`src/rtl/clock_pkg.sv`:
```
// Shared types and constants for the digital clock controller and its timers.
package clock_pkg;

    localparam int HR_W  = 5;
    localparam int MIN_W = 6;
    localparam int SEC_W = 6;

    localparam logic [HR_W-1:0]  HR_MAX  = 5'd23;
    localparam logic [MIN_W-1:0] MIN_MAX = 6'd59;

    typedef enum logic [1:0] {
        MODE_CLOCK = 2'd0,
        MODE_ALARM = 2'd1,
        MODE_SW    = 2'd2,
        MODE_CD    = 2'd3
    } mode_t;

    typedef enum logic [1:0] {
        ST_VIEW    = 2'd0,
        ST_SET_HR  = 2'd1,
        ST_SET_MIN = 2'd2,
        ST_COMMIT  = 2'd3
    } state_t;

endpackage

```
`src/rtl/ring_timer.sv`:
```
// Tick-driven annunciator timer: trigger (re)loads RING_SECS, silence stops it early.
module ring_timer #(
    parameter int RING_SECS = 30
) (
    input  logic clk,
    input  logic reset,
    input  logic tick,
    input  logic trigger,
    input  logic silence,
    output logic active
);

    logic [7:0] cnt;

    always_ff @(posedge clk) begin
        if (reset) begin
            cnt    <= '0;
            active <= 1'b0;
        end else if (trigger) begin
            // A fresh trigger beats a same-cycle silence so a new event is never lost.
            cnt    <= 8'(RING_SECS);
            active <= 1'b1;
        end else if (silence) begin
            cnt    <= '0;
            active <= 1'b0;
        end else if (tick && active) begin
            if (cnt <= 8'd1) begin
                cnt    <= '0;
                active <= 1'b0;
            end else begin
                cnt <= cnt - 8'd1;
            end
        end
    end

endmodule

```
`src/rtl/clock_mode_ctrl.sv`:
```
// Button-driven mode/edit sequencer for the clock datapath; owns alarm, stopwatch,
// countdown run control and the ring annunciator.
module clock_mode_ctrl
    import clock_pkg::*;
#(
    parameter int SET_TIMEOUT = 10,
    parameter int RING_SECS   = 30
) (
    input  logic             clk,
    input  logic             reset,
    input  logic             tick_1hz,
    input  logic             btn_mode,
    input  logic             btn_set,
    input  logic             btn_inc,
    input  logic [HR_W-1:0]  cur_hr,
    input  logic [MIN_W-1:0] cur_min,
    input  logic [SEC_W-1:0] cur_sec,
    input  logic             cd_done,
    output logic [1:0]       mode,
    output logic             editing,
    output logic             edit_field,
    output logic [HR_W-1:0]  edit_hr,
    output logic [MIN_W-1:0] edit_min,
    output logic             load_time,
    output logic             load_cd,
    output logic [HR_W-1:0]  alarm_hr,
    output logic [MIN_W-1:0] alarm_min,
    output logic             alarm_en,
    output logic             sw_run,
    output logic             sw_clear,
    output logic             cd_run,
    output logic             ring,
    output logic             blink
);

    state_t     state, state_nxt;
    logic [7:0] idle_cnt;
    logic       cd_loaded;
    logic       alarm_fired;
    logic       any_btn, b_set, b_mode, b_inc;
    logic       silence, timeout, alarm_match, alarm_hit, edit_nxt;

    // While ringing every press is swallowed by silencing.
    assign any_btn = btn_set | btn_mode | btn_inc;
    assign silence = ring & any_btn;
    assign b_set   = btn_set & ~ring;
    assign b_mode  = btn_mode & ~btn_set & ~ring;
    assign b_inc   = btn_inc & ~btn_set & ~btn_mode & ~ring;

    assign timeout     = tick_1hz & ~any_btn & (idle_cnt == 8'(SET_TIMEOUT - 1));
    assign alarm_match = (cur_hr == alarm_hr) && (cur_min == alarm_min);
    // alarm_fired makes the alarm fire once per matching minute, even if seconds stall at 0.
    assign alarm_hit   = alarm_en & tick_1hz & alarm_match & (cur_sec == '0) & ~alarm_fired;
    assign edit_nxt    = (state_nxt == ST_SET_HR) || (state_nxt == ST_SET_MIN);

    always_comb begin
        state_nxt = state;
        unique case (state)
            ST_VIEW:    if (b_set && mode != MODE_SW) state_nxt = ST_SET_HR;
            ST_SET_HR:  if (b_set) state_nxt = ST_SET_MIN; else if (timeout) state_nxt = ST_VIEW;
            ST_SET_MIN: if (b_set) state_nxt = ST_COMMIT;  else if (timeout) state_nxt = ST_VIEW;
            ST_COMMIT:  state_nxt = ST_VIEW;
            default:    state_nxt = ST_VIEW;
        endcase
    end

    always_ff @(posedge clk) begin
        if (reset) begin
            state       <= ST_VIEW;
            mode        <= MODE_CLOCK;
            editing     <= 1'b0;
            edit_field  <= 1'b0;
            edit_hr     <= '0;
            edit_min    <= '0;
            load_time   <= 1'b0;
            load_cd     <= 1'b0;
            alarm_hr    <= '0;
            alarm_min   <= '0;
            alarm_en    <= 1'b0;
            sw_run      <= 1'b0;
            sw_clear    <= 1'b0;
            cd_run      <= 1'b0;
            blink       <= 1'b0;
            idle_cnt    <= '0;
            cd_loaded   <= 1'b0;
            alarm_fired <= 1'b0;
        end else begin
            state      <= state_nxt;
            editing    <= edit_nxt;
            edit_field <= (state_nxt == ST_SET_MIN);
            blink      <= edit_nxt ? (blink ^ tick_1hz) : 1'b0;
            load_time  <= 1'b0;
            load_cd    <= 1'b0;
            sw_clear   <= 1'b0;

            if (alarm_hit)         alarm_fired <= 1'b1;
            else if (!alarm_match) alarm_fired <= 1'b0;

            if (!edit_nxt)     idle_cnt <= '0;
            else if (any_btn)  idle_cnt <= '0;
            else if (tick_1hz) idle_cnt <= idle_cnt + 8'd1;

            unique case (state)
                ST_VIEW: begin
                    if (b_mode) begin
                        mode <= mode + 2'd1;
                    end else if (b_set) begin
                        case (mode)
                            MODE_CLOCK: begin edit_hr <= cur_hr;   edit_min <= cur_min;   end
                            MODE_ALARM: begin edit_hr <= alarm_hr; edit_min <= alarm_min; end
                            MODE_CD:    begin edit_hr <= '0;       edit_min <= '0;        end
                            default:    sw_run <= ~sw_run;
                        endcase
                    end else if (b_inc) begin
                        case (mode)
                            MODE_ALARM: alarm_en <= ~alarm_en;
                            MODE_SW:    if (!sw_run) sw_clear <= 1'b1;
                            MODE_CD:    if (cd_run || cd_loaded) cd_run <= ~cd_run;
                            default:    ;
                        endcase
                    end
                end
                ST_SET_HR, ST_SET_MIN: begin
                    if (timeout) begin
                        edit_hr  <= '0;
                        edit_min <= '0;
                    end else if (b_inc && state == ST_SET_HR) begin
                        edit_hr <= (edit_hr == HR_MAX) ? '0 : edit_hr + 5'd1;
                    end else if (b_inc) begin
                        edit_min <= (edit_min == MIN_MAX) ? '0 : edit_min + 6'd1;
                    end
                end
                ST_COMMIT: begin
                    case (mode)
                        MODE_CLOCK: load_time <= 1'b1;
                        MODE_ALARM: begin
                            alarm_hr  <= edit_hr;
                            alarm_min <= edit_min;
                            alarm_en  <= 1'b1;
                        end
                        MODE_CD: begin
                            load_cd   <= 1'b1;
                            cd_run    <= 1'b0;
                            cd_loaded <= 1'b1;
                        end
                        default: ;
                    endcase
                end
                default: ;
            endcase

            if (cd_done) cd_run <= 1'b0;
        end
    end

    ring_timer #(.RING_SECS(RING_SECS)) u_ring (
        .clk     (clk),
        .reset   (reset),
        .tick    (tick_1hz),
        .trigger (alarm_hit | cd_done),
        .silence (silence),
        .active  (ring)
    );

endmodule
```
`config.mk`:
```
export PLATFORM = sky130hd
export DESIGN_NAME = clock_mode_ctrl
export DESIGN_NICKNAME = d
export VERILOG_FILES = /design/src/rtl/clock_pkg.sv /design/src/rtl/ring_timer.sv /design/src/rtl/clock_mode_ctrl.sv
export SDC_FILE = /design/constraint.sdc
export NUM_CORES = 1
export LEC_CHECK = 0
export CAP_MARGIN = 20
export CORE_MARGIN = 10
export CORE_UTILIZATION = 50
export DETAILED_ROUTE_END_ITERATION = 8
export PLACE_DENSITY_LB_ADDON = 0.08
export SETUP_SLACK_MARGIN = 0.3
export SYNTH_ARGS = -nofsm -noshare
export SYNTH_HDL_FRONTEND = slang
export SYNTH_HIERARCHICAL = 1
export SYNTH_SLANG_ARGS = --single-unit
export TNS_END_PERCENT = 10
```
`constraint.sdc`:
```
create_clock -name clk -period 2.7 [get_ports clk]
set_input_delay 0.27 -clock clk [delete_from_list [all_inputs] [get_ports clk]]
set_output_delay 0.27 -clock clk [all_outputs]
set_load 0.03 [all_outputs]
```
Yosys cells after proc, flatten, opt, wreduce, memory -nomap -nowiden
Index checks and enable logic that the tools add are counted.
{ "op_classes": {"add_sub_neg": 5, "magnitude_cmp": 1, "n_eq_ne": 28, "muxes": 46, "n_bitwise": 32, "reduce_logical": 30} }
{ "ops": {"columns": ["operator", "n"], "rows": [
  ["$mux 5", 8],
  ["$mux 6", 6],
  ["$mux 1", 20],
  ["$ne 2x2->1 const B", 9],
  ["$pmux 6 s3", 1],
  ["$not 1->1", 15],
  ["$pmux 5 s3", 1],
  ["$and 1x1->1", 13],
  ["$pmux 6 s2", 1],
  ["$reduce_and 6->1", 2],
  ["$eq 2x2->1 const B", 5],
  ["$pmux 5 s2", 1],
  ["$ne 3x3->1 const B", 3],
  ["$reduce_or 3->1", 3],
  ["$add 8x1->8 const B", 1],
  ["$eq 8x4->1 const B", 1],
  ["$le 8x1->1 const B", 1],
  ["$mux 2", 4],
  ["$mux 8", 1],
  ["$pmux 2 s4", 1],
  ["$reduce_and 2->1", 4],
  ["$reduce_or 2->1", 4],
  ["$sub 8x1->8 const B", 1],
  ["$reduce_and 7->1", 1],
  ["22 further kinds", 35]
]} }
{ "word_totals": {"reg_bits": 54, "in_bits": 24, "elab_cells": 163} }

Longest topological paths before layout
{ "depth": {"depth_word": 12, "depth_mapped": 11, "depth_no_buf": 10} }

Modules after synthesis
The synthesis kept the hierarchy.
{ "modules_own_cells": {"columns": ["mod", "instances", "cells_per_inst", "area_each_um2", "seq_area_each_um2"], "rows": [
  ["clock_mode_ctrl", 1, 326, 2747.6, 900.9],
  ["ring_timer", 1, 52, 460.4, 180.2]
]} }

Worst setup path before layout
No wires, ideal clock.
{ "synth_path": {"path_type": "register -> register", "from": "register mode[0]", "to": "register idle_cnt[1]", "setup_ns": 0.086, "arrival_time_ns": 2.157, "required_time_ns": 2.614, "path_slack_ns": 0.458, "stages_incl_launch_ff": 10, "n_path_buf": 0, "cell_sequence": "dfxtp_1 -> inv_1 -> ha_1 -> nor2_1 -> nor2_1 -> a211o_1 -> ha_1 -> nor2_1 -> nand2_1 -> a211oi_1"} }
{ "synth_via": {"elab_chain_cells": 8, "word_cells_on_any_way": 9, "cone_classes": "eq/ne: 3; mux: 2; bitwise: 1; reduce/logical: 3"} }
{ "synth_rtl": {"columns": ["item", "line_no", "source"], "rows": [
  ["from (decl)", "clock_mode_ctrl.sv:19", "output logic [1:0] mode,"],
  ["from (signal assigned)", "clock_mode_ctrl.sv:106", "mode <= mode + 2'd1;"],
  ["$ne 2x2->1 *", "clock_mode_ctrl.sv:59", "ST_VIEW: if (b_set && mode != MODE_SW) state_nxt = ST_SET_HR;"],
  ["$logic_and 1x1->1 *", "clock_mode_ctrl.sv:59", null],
  ["$mux 2 *", "clock_mode_ctrl.sv:59", null],
  ["$pmux 2 s4 *", "clock_mode_ctrl.sv:58", "unique case (state)"],
  ["$eq 2x1->1 or $eq 2x2->1 (tied branches)", "clock_mode_ctrl.sv:54", "assign edit_nxt = (state_nxt == ST_SET_HR) || (state_nxt == ST_SET_MIN);"],
  ["$logic_or 1x1->1 *", "clock_mode_ctrl.sv:54", null],
  ["$not 1->1 (no source line) *", null, null],
  ["$reduce_or 3->1 (no source line) *", null, null],
  ["to (signal assigned)", "clock_mode_ctrl.sv:101", "else if (tick_1hz) idle_cnt <= idle_cnt + 8'd1;"],
  ["to (decl)", "clock_mode_ctrl.sv:37", "logic [7:0] idle_cnt;"]
]} }
Every way passes the cells marked *; elsewhere a longest branch is shown, timed or not.
A chain may end at the register's enable or synchronous reset.

Worst setup path after layout
{ "layout_path": {"from": "register idle_cnt[1]", "to": "register idle_cnt[6]"} }
{ "layout_via": {"elab_chain_cells": 9, "word_cells_on_any_way": 12, "cone_classes": "add/sub: 1; eq/ne: 3; mux: 4; bitwise: 2; reduce/logical: 2"} }
{ "layout_rtl": {"columns": ["item", "line_no", "source"], "rows": [
  ["$eq 8x4->1 *", "clock_mode_ctrl.sv:50", "assign timeout = tick_1hz & ~any_btn & (idle_cnt == 8'(SET_TIMEOUT - 1));"],
  ["$and 1x1->1 *", "clock_mode_ctrl.sv:50", null],
  ["$mux 2 *", "clock_mode_ctrl.sv:60, clock_mode_ctrl.sv:61", null],
  ["$mux 2 (on tied branches)", "clock_mode_ctrl.sv:61, clock_mode_ctrl.sv:60", null],
  ["$pmux 2 s4 *", "clock_mode_ctrl.sv:58", null],
  ["net state_nxt[1]", "clock_mode_ctrl.sv:36", "state_t state, state_nxt;"],
  ["$eq 2x1->1 or $eq 2x2->1 (tied branches)", "clock_mode_ctrl.sv:54", null],
  ["$logic_or 1x1->1 *", "clock_mode_ctrl.sv:54", null],
  ["$not 1->1 (no source line) *", null, null],
  ["$reduce_or 3->1 (no source line) *", null, null]
]} }
The timed path passes the listed nets; every way through them passes the cells marked *.

==> results.py <==
metrics = {
    "run_status": {
        "status": "finished clean",
    },
    "sta": {
        "hold_viol_final": 0,
        "max-slew-margin-rel": 0.6270,
        "final.setup_skew_ns": 0.008973,
        "fmax_ghz": 0.4469,
        "setup_viol": 0,
        "tightest_slew_ns": 0.5574,
        "rsz0062_at_grt": "false",
        "fin_crit_sh": 0.8288,
        "fin_crit_ns": 2.238,
        "setup_tns_ns": 0,
        "slew_violations": 0,
    },
    "floorplanning": {
        "die_w_um": 100.1,
        "dieHeight_um": 100.1,
        "start_util": 0.5111,
        "placementRows": 29,
        "die_area_mm2": 0.01002,
        "pin_count": 58,
        "core-area_mm2": 0.006277,
    },
    "clock_tree": {
        "clkLatencyLatePin_ns": 0.32,
        "cts-root-buf": "clkbuf_8",
        "clkSlewWorstSetupHoldPaths_ns": 0.10,
        "cts.sinks": 54,
        "cts_buffers": 5,
        "cts.hold.buffers_added": 0,
        "clock_path_buffers": 2,
        "h-tree-depth": 2,
        "cts_tree": "done",
    },
    "power": {
        "p_seq_frac": 0.387,
        "powerDensity_mw_per_mm2": 634.9,
        "p_sw_mw": 0.9089,
        "p_leak_nw": 1.526,
        "pwr-share-comb": 0.353,
        "peakVddDrop_mv": 0.3255,
        "p_int_mw": 1.681,
        "power.share.clock": 0.259,
        "switching_share": 0.3510,
    },
    "critical_path": {
        "timing.rr.start": "idle_cnt[1]",
        "reg2regPathDepth": 11,
        "worst-path-buf-inv": 2,
        "rr_endpoint": "idle_cnt[6]",
        "crit_path_start_kind": "flip-flop",
        "endpoint": "idle_cnt[6]",
        "slowest_stage": "dfxtp_1",
        "crit_fanout": 6,
        "critical_path_class": "reg2reg",
        "path_depth": 11,
        "cp.arrival_ns": 2.49,
        "r2r_slack_ns": 0.46,
        "slowest_delay_ns": 0.40,
        "crit_chain": "inv_1 -> ha_1 -> nor4b_2 -> and3_1 -> or3_1 -> nand2_1 -> ha_1 -> nor2_2 -> nand2_2 -> buf_4 -> a21oi_1",
        "cpMostUsedCell": "ha_1",
        "startpoint": "idle_cnt[1]",
        "critical_path.top_delay_family": "simple AND/OR/NAND/NOR gates",
        "required_ns": 2.95,
        "crit_path_end_kind": "flip-flop",
    },
    "job": {
        "cap_viol_max_count": 0,
    },
    "yosys": {
        "synth_top_cell_by_area": "dfxtp_1",
        "synth_area_leaders": "dfxtp_1, ha_1, a21oi_1, nand2_1, xor2_1",
        "yosysSeqAreaShare": 0.3370,
        "synth_top_area_frac": 0.3370,
        "synth-main-ff-cell": "dfxtp_1",
        "netlist_instances": 378,
        "ys_warn_count": 6,
        "synthDistinctLibCells": 63,
        "synth_async_sr_flop_share": 0,
        "syn_area_mm2": 0.003208,
        "synth_most_common_cell": "dfxtp_1",
        "ys_seq_elements": 54,
        "ys_top_cells_by_count": "dfxtp_1, nand2_1, a21oi_1",
        "syn_area_per_cell_um2": 8.487,
        "synth_nets": 420,
        "synth_edf_count": 0,
    },
    "global_routing": {
        "busiest_layer": "met2",
        "grt_overflow": 0,
        "met3_usage": 0.03709,
        "grt_max_degree": 18,
        "grt_usage": 0.1739,
        "grt_pass1_wl_um": 14750,
        "grt_pass1_vias": 2942,
        "antenna_found_initial": 0,
        "groute.layer.met2.usage": 0.2917,
        "met1_usage": 0.2186,
    },
    "final_layout": {
        "drive_gt1_frac": 0.1053,
        "fin_area_mm2": 0.004079,
        "area_delta_synth_final_pct": 27.15,
        "diodes": 0,
        "final_nets": 478,
    },
    "detailed_routing": {
        "drtIter0Drc": 193,
        "num_vias": 3035,
        "drtAntennaViolNets": 0,
        "first_pass_iters": 5,
        "vias_per_cell": 5.905,
        "drc": 0,
        "routed_wl_um": 8812,
        "post_drt_wl_per_cell_um": 17.14,
    },
    "worst_hold_path": {
        "hp-class": "reg2reg",
        "holdCritStartpoint": "cd_loaded",
    },
    "place": {
        "hpwl_um": 6601,
        "place_area_mm2": 0.003885,
        "numPortBuffers": 57,
        "place.gp.congestion": 0.8506,
    },
}
stage by stage:
step	power [mW]	setup WS [ns]	util	hold slack, ns	instances
2_1_floorplan	1.594	0.4576	-	0.3391	378
3_3_place_gp	1.896	0.1385	0.6189	0.4485	504
3_5_place_dp	1.909	0.04731	0.6189	0.4557	504
4_1_cts	2.578	0.3073	0.6420	0.4789	512
5_1_grt	2.715	0.2989	0.6498	0.4979	514
6_report	2.590	0.4621	0.6498	0.4694	514
flip-flops by register name, indices dropped and copies added (netlist names), 2 cells and up:
signal	flops
edit_min	6
idle_cnt	8
mode	2
alarm_hr	5
state	2
edit_hr	5
u_ring/cnt	8
alarm_min	6
placed cells by master (no fill, tap or decap), types with 7 or more instances in the layout:
cell,instances
clkdlybuf4s50_1,57
dfxtp_1,49
nand2_1,42
a21oi_1,33
nor2_1,20
inv_1,16
ha_1,16
xor2_1,15
buf_4,13
nor3_1,11
nand3_1,11
xnor2_1,11
a211o_1,7
a22oi_1,7
worst min-delay path by stage:
stage / endpoint / slack [ns] / depth (start not counted)
CTS: cd_loaded / 0.48 / 1
detailed placement: cd_loaded / 0.46 / 1
floorplan: u_ring/cnt[1] / 0.34 / 1
finish: cd_loaded / 0.47 / 1
global route: cd_loaded / 0.50 / 1
global placement: cd_loaded / 0.45 / 1
per-layer routing:
metal,routed length (um),up-vias
met5,0,-
met4,159,0
met3,480,17
met2,4170,90
met1,4002,1425
li1,-,1503
layout make-up:
class	count	area, um^2
inverters	16	60.06
clock inverters	2	60.06
well taps	77	96.34
multi-input cells	289	2024
flip-flops and latches	54	1087
repair buffers	70	668.1
fillers	565	2198
clock buffers	6	82.58
worst reg2reg max path, stage by stage, from the launching register on:
cell	delay, ns
dfxtp_1	0.40
inv_1	0.06
ha_1	0.19
nor4b_2	0.16
and3_1	0.18
or3_1	0.33
nand2_1	0.08
ha_1	0.24
nor2_2	0.15
nand2_2	0.13
buf_4	0.16
a21oi_1	0.10
power groups by stage:
stage	clock, mW	combinational [mW]	sequential, mW
global placement	0	0.882	1.01
floorplan	0	0.497	1.10
CTS	0.680	0.900	0.998
global route	0.704	0.992	1.02
finish	0.672	0.915	1.00
detailed placement	0	0.893	1.02
what timing repair did:
action	4_1_cts	5_1_grt
pin swaps	0	1
endpoints found under the setup margin	1	8
resized for setup	1	11
buffers inserted	0	2
logic make-up (layout without fill, tap and decap cells):
logic type	after synthesis	in the layout	share of synthesized area
adder cells (fa/ha/maj)	18	18	0.07020
flip-flops	54	54	0.3370
AND/OR/NAND/NOR	139	139	0.2402
multiplexers	3	3	0.009361
buffers and inverters	35	94	0.04329
AO/OA/AOI/OAI	103	103	0.2289
XOR/XNOR	26	26	0.07098
Note: power is estimated with default switching activity, not from simulation.
